File: src/rtl/clock_divider_bank.sv
`default_nettype none
// ============================================================================
//  Module   : clock_divider_bank
//  Purpose  : Bank of CHANNELS programmable clock dividers driven from one
//             fast system clock. Each channel produces a 50 % duty divided
//             clock plus a one-cycle tick on every divided-clock rising edge.
//             Divisors (half-periods) are reprogrammed at runtime. A new
//             value is held in a shadow register and takes effect at the
//             channel's next toggle boundary, so the output never glitches.
//             A global sync input re-phases every channel at once.
//  Ports    : inputClock  - system clock, rising-edge logic
//             reset       - synchronous active-high reset
//             cfg_valid   - divisor write strobe (always accepted)
//             cfg_channel - target channel of the write
//             cfg_divisor - new half-period in cycles, 0 stops the channel
//             sync        - single-cycle request to re-phase all channels
//             outputClock - registered divided clocks
//             tick        - one-cycle strobe on each outputClock rise
//             pending     - channel holds a written, not yet applied divisor
//  Revision : 1.0 - initial release
// ============================================================================
module clock_divider_bank #(
    parameter int CHANNELS      = 4,
    parameter int WIDTH         = 16,
    parameter int RESET_DIVISOR = 25000,
    parameter int CH_BITS       = (CHANNELS > 1) ? $clog2(CHANNELS) : 1
) (
    input  logic                inputClock,
    input  logic                reset,
    input  logic                cfg_valid,
    input  logic [CH_BITS-1:0]  cfg_channel,
    input  logic [WIDTH-1:0]    cfg_divisor,
    input  logic                sync,
    output logic [CHANNELS-1:0] outputClock,
    output logic [CHANNELS-1:0] tick,
    output logic [CHANNELS-1:0] pending
);

    localparam logic [WIDTH-1:0] c_reset_div = WIDTH'(RESET_DIVISOR);
    localparam logic [WIDTH-1:0] c_zero      = '0;
    localparam logic [WIDTH-1:0] c_one       = WIDTH'(1);

    for (genvar gi = 0; gi < CHANNELS; gi++) begin : g_ch

        logic [WIDTH-1:0] r_cnt_q;
        logic [WIDTH-1:0] w_cnt_d;
        logic [WIDTH-1:0] r_act_q;
        logic [WIDTH-1:0] w_act_d;
        logic [WIDTH-1:0] r_shd_q;
        logic [WIDTH-1:0] w_shd_d;
        logic             r_pend_q;
        logic             w_pend_d;
        logic             r_clk_q;
        logic             w_clk_d;
        logic             r_tick_q;
        logic             w_tick_d;

        logic             w_wr;
        logic             w_running;
        logic [WIDTH-1:0] w_act_m1;
        logic             w_bnd;
        logic [WIDTH-1:0] w_next_act;

        // An out-of-range cfg_channel simply matches no channel.
        assign w_wr      = cfg_valid && (cfg_channel == CH_BITS'(gi));
        assign w_running = (r_act_q != c_zero);
        // Decrement only when the divisor is non-zero so it never wraps.
        assign w_act_m1  = w_running ? (r_act_q - c_one) : c_zero;
        assign w_bnd     = w_running && (r_cnt_q == w_act_m1);

        always_comb begin
            w_cnt_d    = r_cnt_q;
            w_act_d    = r_act_q;
            w_shd_d    = r_shd_q;
            w_pend_d   = r_pend_q;
            w_clk_d    = r_clk_q;
            w_tick_d   = 1'b0;
            w_next_act = r_act_q;

            if (sync) begin
                // Re-phase: restart from a low half-period, flushing any
                // pending divisor; a same-cycle write wins over the shadow.
                w_cnt_d = c_zero;
                w_clk_d = 1'b0;
                if (r_pend_q) begin
                    w_act_d  = r_shd_q;
                    w_pend_d = 1'b0;
                end
                if (w_wr) begin
                    w_act_d  = cfg_divisor;
                    w_pend_d = 1'b0;
                end
            end else if (!w_running) begin
                // Stopped: there is no boundary to wait for, so a write
                // loads the divisor directly and counting restarts at 0.
                w_cnt_d = c_zero;
                w_clk_d = 1'b0;
                if (w_wr) begin
                    w_act_d  = cfg_divisor;
                    w_pend_d = 1'b0;
                end
            end else if (!w_bnd) begin
                w_cnt_d = r_cnt_q + c_one;
                if (w_wr) begin
                    w_shd_d  = cfg_divisor;
                    w_pend_d = 1'b1;
                end
            end else begin
                // Toggle boundary: the only point a new divisor may land.
                w_cnt_d    = c_zero;
                w_next_act = r_pend_q ? r_shd_q : r_act_q;
                w_act_d    = w_next_act;
                w_pend_d   = 1'b0;
                if (w_next_act == c_zero) begin
                    w_clk_d = 1'b0;
                end else begin
                    w_clk_d  = ~r_clk_q;
                    w_tick_d = ~r_clk_q;
                end
                if (w_wr) begin
                    if (w_next_act == c_zero) begin
                        // Channel stops this cycle; a shadow would never be
                        // consumed, so the new value starts it up directly.
                        w_act_d = cfg_divisor;
                    end else begin
                        w_shd_d  = cfg_divisor;
                        w_pend_d = 1'b1;
                    end
                end
            end
        end

        always_ff @(posedge inputClock) begin
            if (reset) begin
                r_cnt_q  <= c_zero;
                r_act_q  <= c_reset_div;
                r_shd_q  <= c_reset_div;
                r_pend_q <= 1'b0;
                r_clk_q  <= 1'b0;
                r_tick_q <= 1'b0;
            end else begin
                r_cnt_q  <= w_cnt_d;
                r_act_q  <= w_act_d;
                r_shd_q  <= w_shd_d;
                r_pend_q <= w_pend_d;
                r_clk_q  <= w_clk_d;
                r_tick_q <= w_tick_d;
            end
        end

        assign outputClock[gi] = r_clk_q;
        assign tick[gi]        = r_tick_q;
        assign pending[gi]     = r_pend_q;

    end : g_ch

endmodule : clock_divider_bank
`default_nettype wire

File: config.mk
export PLATFORM = sky130hd
export DESIGN_NAME = clock_divider_bank
export DESIGN_NICKNAME = d
export VERILOG_FILES = /design/src/rtl/clock_divider_bank.sv
export SDC_FILE = /design/constraint.sdc
export NUM_CORES = 1
export LEC_CHECK = 0
export ABC_AREA = 1
export BUFFER_PORTS_ARGS = -buffer_cell sky130_fd_sc_hd__buf_2
export CAP_MARGIN = 10
export CELL_PAD_IN_SITES_DETAIL_PLACEMENT = 0
export CELL_PAD_IN_SITES_GLOBAL_PLACEMENT = 1
export CORE_ASPECT_RATIO = 0.8
export CORE_MARGIN = 1
export CORE_UTILIZATION = 45
export CTS_BUF_LIST = sky130_fd_sc_hd__clkbuf_16
export DETAILED_ROUTE_END_ITERATION = 16
export PLACE_DENSITY_LB_ADDON = 0.3
export SLEW_MARGIN = 0
export SYNTH_ARGS = -nofsm -noshare
export SYNTH_HDL_FRONTEND = slang
export SYNTH_SLANG_ARGS = --single-unit
File: constraint.sdc
create_clock -name inputClock -period 4.42 [get_ports inputClock]
set_input_delay 0 -clock inputClock [delete_from_list [all_inputs] [get_ports inputClock]]
set_output_delay 0 -clock inputClock [all_outputs]
set_load 0.005 [all_outputs]
# == Yosys cells after proc, flatten, opt, wreduce, memory -nomap -nowiden ==
# Cells that the tools add are included.
# W data, S select, Z words.
# totals
elab_cells,190
output_inout_bits,12
register_bits,204
# op_classes
reduce_logical,54
mux,76
add_sub_neg,8
n_eq_ne,15
bitwise_logic,13
# ops
operator,n
$mux W16,48
$add A16 B1 Y16 const B,4
$eq A16 B16 Y1,4
$logic_not A16 Y1,4
$reduce_bool A16 Y1,4
$sub A16 B1 Y16 const B,4
$reduce_or A4 Y1,8
$mux W1,28
$reduce_and A2 Y1,8
$reduce_and A4 Y1,4
$reduce_bool A2 Y1,8
$not A1 Y1,13
$ne A3 B2 Y1 const B,4
$reduce_bool A3 Y1,4
$reduce_or A3 Y1,4
$logic_and A1 B1 Y1,8
$ne A2 B2 Y1 const B,4
$eq A2 B2 Y1 const B,2
$eq A2 B1 Y1 const B,1
$logic_not A2 Y1,1
$reduce_or A2 Y1,1

# == Longest topological paths before layout ==
# Gate-level depths: netlist of run 1.
# logic_depth
depth_word,7
mapped_depth,20
depth_no_buf,18

# == Worst setup path before layout of run 1 ==
# Ideal clock, no wire load.
# synth_timing
path_type,input port to flip-flop
from,in g_ch[2].r_act_q[0]
to,reg g_ch[2].r_shd_q[10]
path_stages,20
path_buffers,2
t_arrival_ns,2.021
slack_ns,2.289
cell_sequence,dfxtp_1 inv_1 ha_1 nand2_1 nor2_2 nand2_2 buf_6 nand2_1 nand2_1 nand2_1 nand2_1 nor2_1 nand3_1 nor2_4 nand3_4 nand3_4 buf_8 nand2_2 inv_2 nor2_1
# synth_via
elab_chain_len,6
# synth_rtl
element,line_no,source
"start, declared",47,logic [WIDTH-1:0] r_act_q;
$sub A16 B1 Y16 / $reduce_bool A16 Y1 (equally long branches),"68, 66",
$mux W16,68,assign w_act_m1 = w_running ? (r_act_q - c_one) : c_zero;
$eq A16 B16 Y1,69,assign w_bnd = w_running && (r_cnt_q == w_act_m1);
$logic_and A1 B1 Y1,69,
$ne A2 B2 Y1 (no source line),-,
$reduce_and A4 Y1 (no source line),-,
"end signal, assigned",137,r_shd_q <= c_reset_div;
"end signal, assigned",144,r_shd_q <= w_shd_d;
"end, declared",49,logic [WIDTH-1:0] r_shd_q;
# Parallel ways exist; a longest one is shown, timed or not.
# A chain may end at the register's enable or synchronous reset.

# == Worst setup path in the final report of run 1 ==
# layout_timing
from,in g_ch[3].r_pend_q
to,reg g_ch[3].r_act_q[3]
# layout_via
elab_chain_len,7
# layout_rtl
element,line_no,source
"start, declared",51,logic r_pend_q;
$mux W16 *,-,
$logic_not A16 Y1,121,if (w_next_act == c_zero) begin
$mux W16,121,
$mux W16,120,if (w_wr) begin
$mux W16,102,end else if (!w_bnd) begin
$mux W16,93,end else if (!w_running) begin
$mux W16 *,80,if (sync) begin
"end signal, assigned",136,r_act_q <= c_reset_div;
"end signal, assigned",143,r_act_q <= w_act_d;
"end, declared",47,
# Every way passes the cells marked *; elsewhere a longest branch is shown, timed or not. The select of a mux whose other input is x is not followed.

==> flow_metrics.env, run 1 <==
export IMPL_status="finished, final reports clean"
export IMPL_synth_distinct_cells=49
export IMPL_drc=0
export IMPL_synthCells=2607
export IMPL_finalClockSkew_ps=23.43
export IMPL_finalCritPeriodShare=0.7651
export IMPL_grt_max_degree=77
export IMPL_cts_inserted_buffers=26
export IMPL_max_clock_freq_ghz=0.2957
export IMPL_p_per_area_nw_per_um2=292.7
export IMPL_track_usage=0.2665
export IMPL_die_area_um2=35290
export IMPL_placed_area_um2=15630
export IMPL_clockBufferDepth=3
export IMPL_dpl_hpwl_mm=34.18
export IMPL_clock_latency_ps=560
export IMPL_clock_sinks=204
export IMPL_drive_above_1_share=0.07949
export IMPL_drt_first_pass_iters=8
export IMPL_dpl_cell_count=2955
export IMPL_cts_repair_resized=0
export IMPL_met3_usage=0.04477
export IMPL_slew_headroom=0.2795
export IMPL_drt_initial_drc_count=1515
export IMPL_synth_top_area_cell="dfxtp_1"
export IMPL_cts_tree="built"
export IMPL_num_nets_final=2594
export IMPL_yosys_top_cells_area="dfxtp_1, nand2_1, nand3_1"
export IMPL_async_reset_ff_frac=0
export IMPL_cts_max_level=1
export IMPL_grt_busiest_layer="met2"
export IMPL_synth_edff_count=0
export IMPL_seq_area_frac_synth=0.2628
export IMPL_cp_end_kind="register"
export IMPL_chipWidth_um=209.8
export IMPL_n_fill_cell=3589
export IMPL_worstPathArrival_ps=3770
export IMPL_clockRootBuffer="clkbuf_16"
export IMPL_syn_area_um2=15540
export IMPL_post_place_ws_ps=1209
export IMPL_worstPathMaxFanout=31
export IMPL_grt_pass1_wl_mm=77.37
export IMPL_gp_congestion=0.9370
export IMPL_area_growth_pct=6.134
export IMPL_rows=60
export IMPL_final_cells=3013
export IMPL_layout_min_cycle_time_ps=3382
export IMPL_path_cells="o21ai_0 > nor2_1 > nand3_1 > nor2_1 > nand2_1 > inv_2 > nand2_2 > nand2_2 > o21ai_0 > a21oi_1 > nor2_1 > nand2_1 > nand3_1"
export IMPL_finalWirelength_mm=47.85
export IMPL_setup_ws_ps=1038
export IMPL_post_cts_buffers=0
export IMPL_grt_pass1_vias=15015
export IMPL_setup_viol=0
export IMPL_antenna_found_initial=0
export IMPL_start_util=0.4601
export IMPL_seq_area_um2=4084
export IMPL_avgSynthCellArea_um2=5.962
export IMPL_wire_per_inst_um=15.88
export IMPL_ios=34
export IMPL_synth_fp_nets=2641
export IMPL_crit_slowest_cell="dfxtp_1"
export IMPL_startpoint_type="register"
export IMPL_cpPeakStageDelay_ps=1030
export IMPL_finalMaxSlewViolations=0
export IMPL_tns_ps=0
export IMPL_ir_worst_vdd_v=0.0001868
export IMPL_synth_main_ff_cell="dfxtp_1"
export IMPL_diodes=0
export IMPL_met2_usage=0.4159
export IMPL_worst_slew_pin_slew_ps=1079
export IMPL_hold_violations=0
export IMPL_antenna_left=0
export IMPL_grtUsageMet1=0.3808
export IMPL_grt_ovfl_total=0
export IMPL_io_buffers=33
export IMPL_core_area_um2=33780
export IMPL_required_ps=4810
export IMPL_yosys_register_bits=204
export IMPL_num_vias=16611
export IMPL_leakagePower_nw=7.309
export IMPL_rsz0062_at_grt="no"
export IMPL_path_common_cell="nor2_1"
export IMPL_vias_per_cell=5.513
export IMPL_synth_top_cell_area_share=0.2628
export IMPL_multi_input_area_um2=9503
export IMPL_cp_top_family="simple AND/OR/NAND/NOR gates"
export IMPL_yosysWarnings=0
export IMPL_crit_type="reg -> reg"
export IMPL_hp_class="in -> reg"
export IMPL_crit_buf_inv=1
export IMPL_cap_violations=0
export IMPL_clkSlewWorstSetupHoldPaths_ps=60
export IMPL_fin_area_um2=16500
export IMPL_die_h_um=168.2
==> Yosys cell counts (28+ instances only) <==
master and n:
a21oi_1 148, buf_2 40, clkbuf_1 46, dfxtp_1 204, inv_1 281, nand2_1 646
nand3_1 341, nand4_1 121, nor2_1 301, nor2_2 28, o21ai_0 133, xor2_1 36
==> per-stage QoR <==
stage / power [W] / utilization / hold WS [ps]
floorplan: 0.002660 / - / 264.5
global placement: 0.002872 / 0.4626 / 379.7
detailed placement: 0.002884 / 0.4626 / 374.9
CTS: 0.004853 / 0.4883 / 9.552
global route: 0.005047 / 0.4883 / 40.13
finish: 0.004829 / 0.4883 / 35.99
==> routing by layer <==
metal	routed length, µm	vias up
met5	45	-
met4	891	2
met3	3435	64
met2	20570	467
met1	22910	7664
li1	-	8414
==> report_power, final <==
group          internal [W]  total [W]  leakage [nW]  switching, W
Sequential          0.00191    0.00199          1.67     0.0000788
Clock               0.00109    0.00196         0.402      0.000872
Combinational      0.000291   0.000880          5.24      0.000588
Total               0.00329    0.00483          7.31       0.00154
==> worst register-to-register path, stage by stage (launching register included) <==
cell and delay [ps]:
dfxtp_1 1030, o21ai_0 400, nor2_1 190, nand3_1 110
nor2_1 230, nand2_1 130, inv_2 120, nand2_2 210
nand2_2 350, o21ai_0 120, a21oi_1 150, nor2_1 70
nand2_1 70, nand3_1 60
==> layout make-up <==
type	count	area share
tap	434	0.03292
clock inverter	20	0.004930
clock buffer	27	0.04096
multi-input combinational	1952	0.5761
timing repair buffer	66	0.02670
inverter	310	0.07084
sequential	204	0.2476
==> sequential cells by signal, summed over array words and instances (netlist names) <==
signal,cells
g_ch.r_clk_q,4
g_ch.r_tick_q,4
g_ch.r_act_q,64
g_ch.r_shd_q,64
g_ch.r_pend_q,4
g_ch.r_cnt_q,64
==> logic make-up (layout without fill, tap and decap cells) <==
family | after synthesis | count (layout) | share of synthesized area
and+or+nand+nor | 1564 | 1564 | 0.4623
DFF | 204 | 204 | 0.2628
buffers and inverters | 451 | 423 | 0.1258
muxes | 2 | 2 | 0.001288
xor gates and xnor gates | 40 | 40 | 0.02351
AOI/OAI and AO/OA | 334 | 334 | 0.1146
adders and majority gates | 12 | 12 | 0.009660
==> timing repair <==
action	in CTS	in global routing
endpoints found under the hold margin	31	0
hold buffers	11	0
endpoints found under the setup margin	0	0
==> layout by cell type (no fill, tap or decap), types with 5 or more instances in the layout <==
| cell type | count |
|---|---|
| nor2_1 | 301 |
| a31oi_1 | 10 |
| clkinv_2 | 5 |
| o21ai_1 | 7 |
| nand2_2 | 25 |
| nand3_2 | 8 |
| nor4_1 | 10 |
| o21ai_0 | 133 |
| nand3_1 | 341 |
| nor3_1 | 27 |
| ha_1 | 12 |
| xor2_1 | 36 |
| dfxtp_1 | 204 |
| nand4_1 | 121 |
| a31o_2 | 5 |
| dlygate4sd3_1 | 11 |
| nor2_4 | 9 |
| a211oi_1 | 5 |
| a21oi_1 | 148 |
| buf_4 | 22 |
| inv_1 | 287 |
| nor3b_1 | 6 |
| nor2_2 | 28 |
| nand3b_1 | 8 |
| inv_2 | 12 |
| clkinv_1 | 24 |
| buf_2 | 33 |
| o21a_1 | 8 |
| nand2_1 | 646 |
| nand3_4 | 8 |
| or2_2 | 9 |
| clkbuf_16 | 27 |
| o211ai_1 | 12 |
==> path summary, 6_finish.rpt <==
path	start	endpoint	slack [ps]	depth (start not counted)
max	g_ch[3].r_pend_q	g_ch[3].r_act_q[3]	1040	13
min	cfg_divisor[2]	g_ch[2].r_act_q[2]	40	5
min reg2reg	g_ch[3].r_shd_q[7]	g_ch[3].r_shd_q[7]	460	2
max reg2reg	g_ch[3].r_pend_q	g_ch[3].r_act_q[3]	1040	13
(Power assumes the default switching activity.)
==> run 2, diff against run 1 <==
--- a/config.mk
+++ b/config.mk
@@ -5,7 +5,7 @@
 export SDC_FILE = /design/constraint.sdc
 export NUM_CORES = 1
 export LEC_CHECK = 0
-export ABC_AREA = 1
+export ABC_AREA = 0
 export BUFFER_PORTS_ARGS = -buffer_cell sky130_fd_sc_hd__buf_2
 export CAP_MARGIN = 10
 export CELL_PAD_IN_SITES_DETAIL_PLACEMENT = 0
==> constraint.sdc (replaced) <==
create_clock -name inputClock -period 3.2 [get_ports inputClock]
set_input_delay 0 -clock inputClock [delete_from_list [all_inputs] [get_ports inputClock]]
set_output_delay 0 -clock inputClock [all_outputs]
set_load 0.005 [all_outputs]
==> flow_metrics.env, run 2 <==
export IMPL_rsz0062_at_grt="yes"
export IMPL_setup_ws_ps=-59.41
export IMPL_yosys_top_cells_area="dfxtp_1, mux2i_1, nor2_1"
export IMPL_post_place_ws_ps=-127.3
export IMPL_synthCells=1552
export IMPL_cpPeakStageDelay_ps=580
export IMPL_synth_top_area_cell="dfxtp_1"
export IMPL_synth_compound_area_share=0.1588
export IMPL_crit_buf_inv=4
export IMPL_synth_adder_area_share=0.01176
export IMPL_pwr_share_comb=0.122
export IMPL_clkPwrFrac=0.422
export IMPL_drt_first_pass_iters=6
export IMPL_worst_path_stages=13
export IMPL_finalClockSkew_ps=12.33
export IMPL_num_vias=11909
export IMPL_max_clock_freq_ghz=0.3068
export IMPL_leakagePower_nw=5.601
export IMPL_cp_top_family="simple AND/OR/NAND/NOR gates"
export IMPL_seq_area_frac_synth=0.3199
export IMPL_whs_path_depth=6
export IMPL_die_h_um=152.6
export IMPL_gp_congestion=0.8621
export IMPL_die_area_um2=29050
export IMPL_cap_violations=0
export IMPL_internal_power_w=0.004269
export IMPL_worst_slew_pin_slew_ps=638.7
export IMPL_ios=34
export IMPL_setup_viol=18
export IMPL_netSwitchingFraction=0.2666
export IMPL_synth_common_cells="dfxtp_1, nor2_1, mux2i_1"
export IMPL_wire_per_inst_um=18.28
export IMPL_grt_pass1_wl_mm=58.75
export IMPL_synth_simple_area_share=0.2557
export IMPL_synth_most_common_cell="dfxtp_1"
export IMPL_cts_tree="built"
export IMPL_rr_worst_depth=13
export IMPL_finalCritPeriodShare=1.019
export IMPL_hp_class="in -> reg"
export IMPL_status="finished, violations left"
export IMPL_syn_area_um2=12760
export IMPL_yosys_register_bits=204
export IMPL_diodes=0
export IMPL_core_area_um2=27570
export IMPL_clock_latency_ps=520
export IMPL_grt_pass1_vias=10770
export IMPL_antenna_left=0
export IMPL_violations="setup timing"
export IMPL_drive_above_1_share=0.2272
export IMPL_worstPathArrival_ps=3640
export IMPL_synth_top_family_by_area="simple AND/OR/NAND/NOR gates"
export IMPL_synthXorXnorAreaFrac=0.08645
export IMPL_num_nets_final=1690
export IMPL_clock_sinks=204
export IMPL_start_util=0.4631
export IMPL_crit_slowest_cell="or4_4"
export IMPL_clockBufferDepth=3
export IMPL_dpl_hpwl_mm=26.11
export IMPL_cts_max_level=1
export IMPL_synth_edff_count=0
export IMPL_path_cells="buf_6 > or4_4 > or4_4 > buf_6 > o31ai_4 > a221oi_2 > nand4_1 > buf_4 > a211oi_4 > a21oi_4 > clkbuf_16 > mux2i_1 > nor2_1"
export IMPL_synthMuxAreaShare=0.1074
export IMPL_synth_fp_nets=1586
export IMPL_area_growth_pct=23.51
export IMPL_worstPathMaxFanout=5
export IMPL_synth_main_ff_cell="dfxtp_1"
export IMPL_fin_util=0.5719
export IMPL_clockRootBuffer="clkbuf_16"
export IMPL_io_buffers=33
export IMPL_vias_per_cell=5.861
export IMPL_clkSlewWorstSetupHoldPaths_ps=60
export IMPL_synth_top_cell_area_share=0.3199
export IMPL_synth_distinct_cells=87
export IMPL_rows=54
export IMPL_layout_common_cells="nor2_1, dfxtp_1, buf_4"
export IMPL_crit_type="reg -> reg"
export IMPL_required_ps=3590
export IMPL_cp_end_kind="register"
export IMPL_p_per_area_nw_per_um2=369.2
export IMPL_ir_worst_vdd_v=0.0003350
export IMPL_async_reset_ff_frac=0
export IMPL_finalWirelength_mm=37.14
export IMPL_p_seq_frac=0.455
export IMPL_slew_headroom=0.5742
export IMPL_startpoint_type="register"
export IMPL_drt_initial_drc_count=981
export IMPL_layout_min_cycle_time_ps=3259
export IMPL_grt_ovfl_total=0
export IMPL_finalMaxSlewViolations=0
export IMPL_tns_ps=-511.8
export IMPL_antenna_found_initial=0
export IMPL_track_usage=0.2467
export IMPL_grt_max_degree=58
export IMPL_reg_top3="g_ch.r_act_q x64, g_ch.r_cnt_q x64, g_ch.r_shd_q x64"
export IMPL_avgSynthCellArea_um2=8.225
export IMPL_hold_violations=0
export IMPL_switchingPower_w=0.001551
export IMPL_chipWidth_um=190.3
export IMPL_cts_inserted_buffers=23
export IMPL_drc=0
export IMPL_yosysWarnings=0
==> run 2: cell count changes after synthesis, moves of 25 or more <==
| cell | before | now |
|---|---|---|
| xnor2_1 | 2 | 67 |
| nand2_1 | 646 | 76 |
| nor2_2 | 28 | 1 |
| nor2_1 | 301 | 196 |
| nand2b_1 | 0 | 42 |
| clkbuf_1 | 46 | 96 |
| o21ai_0 | 133 | 32 |
| nor3_1 | 27 | 63 |
| nand2_2 | 25 | 0 |
| nand3_1 | 341 | 59 |
| nand4_1 | 121 | 36 |
| inv_1 | 281 | 26 |
| mux2i_1 | 2 | 122 |
| a21oi_1 | 148 | 84 |
==> run 2: logic make-up (layout without fill, tap and decap cells) <==
kind of cell               count (synthesis)  in the layout
DFF                                      204            204
muxes                                    134            134
AOI/OAI and AO/OA                        281            281
and+or+nand+nor                          626            628
xor gates and xnor gates                 126            126
adders and majority gates                 12             12
buffers and inverters                    169            283
==> run 2: cell type report <==
| class | count | area (µm²) |
|---|---|---|
| Clock buffer | 23 | 575.6 |
| Clock inverter | 14 | 87.58 |
| Fill cell | 2506 | 11800 |
| Inverter | 26 | 102.6 |
| Multi-Input combinational cell | 1181 | 8591 |
| Sequential cell | 204 | 4099 |
| Tap cell | 364 | 455.4 |
| Timing Repair Buffer | 220 | 1854 |
==> run 2: through the flow <==
stage | hold WS [ps] | total power, W | cells | area, µm²
after floorplan | 187.7 | 0.003097 | 1552 | 12830
after detailed placement | 377.2 | 0.003313 | 1944 | 13950
after global routing | 76.96 | 0.006045 | 2032 | 15770
after global placement | 375.0 | 0.003305 | 1944 | 13950
after CTS | 10.37 | 0.005804 | 2010 | 15020
final | 34.10 | 0.005820 | 2032 | 15770
==> run 2: per-layer routing <==
metal  track usage  up-vias  wire length [µm]
met5             0        -                 0
met1        0.3831     5738             18820
met3       0.04030       35              2404
li1              -     5790                 -
met2        0.3498      346             15380
met4       0.05257        0               543
==> run 2: worst reg2reg max path, stage by stage (launching register included) <==
cell and delay [ps]:
dfxtp_4 350, buf_6 110, or4_4 580, or4_4 490, buf_6 150, o31ai_4 180, a221oi_2 50, nand4_1 220
buf_4 170, a211oi_4 50, a21oi_4 320, clkbuf_16 230, mux2i_1 180, nor2_1 50
==> run 2: final timing paths <==
check / startpoint / endpoint / slack (ps)
max reg2reg: g_ch[2].r_act_q[0] / g_ch[2].r_shd_q[12] / -60
max: g_ch[2].r_act_q[0] / g_ch[2].r_shd_q[12] / -60
min reg2reg: g_ch[3].r_clk_q / g_ch[3].r_tick_q / 470
min: cfg_valid / g_ch[2].r_pend_q / 30
==> run 2: power by group through the flow <==
stage / clock (W) / sequential, W / combinational, W
after CTS: 0.00251 / 0.00264 / 0.000652
after floorplan: 0 / 0.00268 / 0.000417
after global placement: 0 / 0.00270 / 0.000607
after global routing: 0.00262 / 0.00266 / 0.000768
after detailed placement: 0 / 0.00270 / 0.000614
final: 0.00246 / 0.00265 / 0.000711
==> run 2: timing repair <==
item	in CTS	in global routing
setup endpoints to repair	76	182
gates cloned	2	5
hold buffers	20	0
pin swaps	5	44
endpoints found under the hold margin	72	0
setup buffers	7	17
resized for setup	21	132
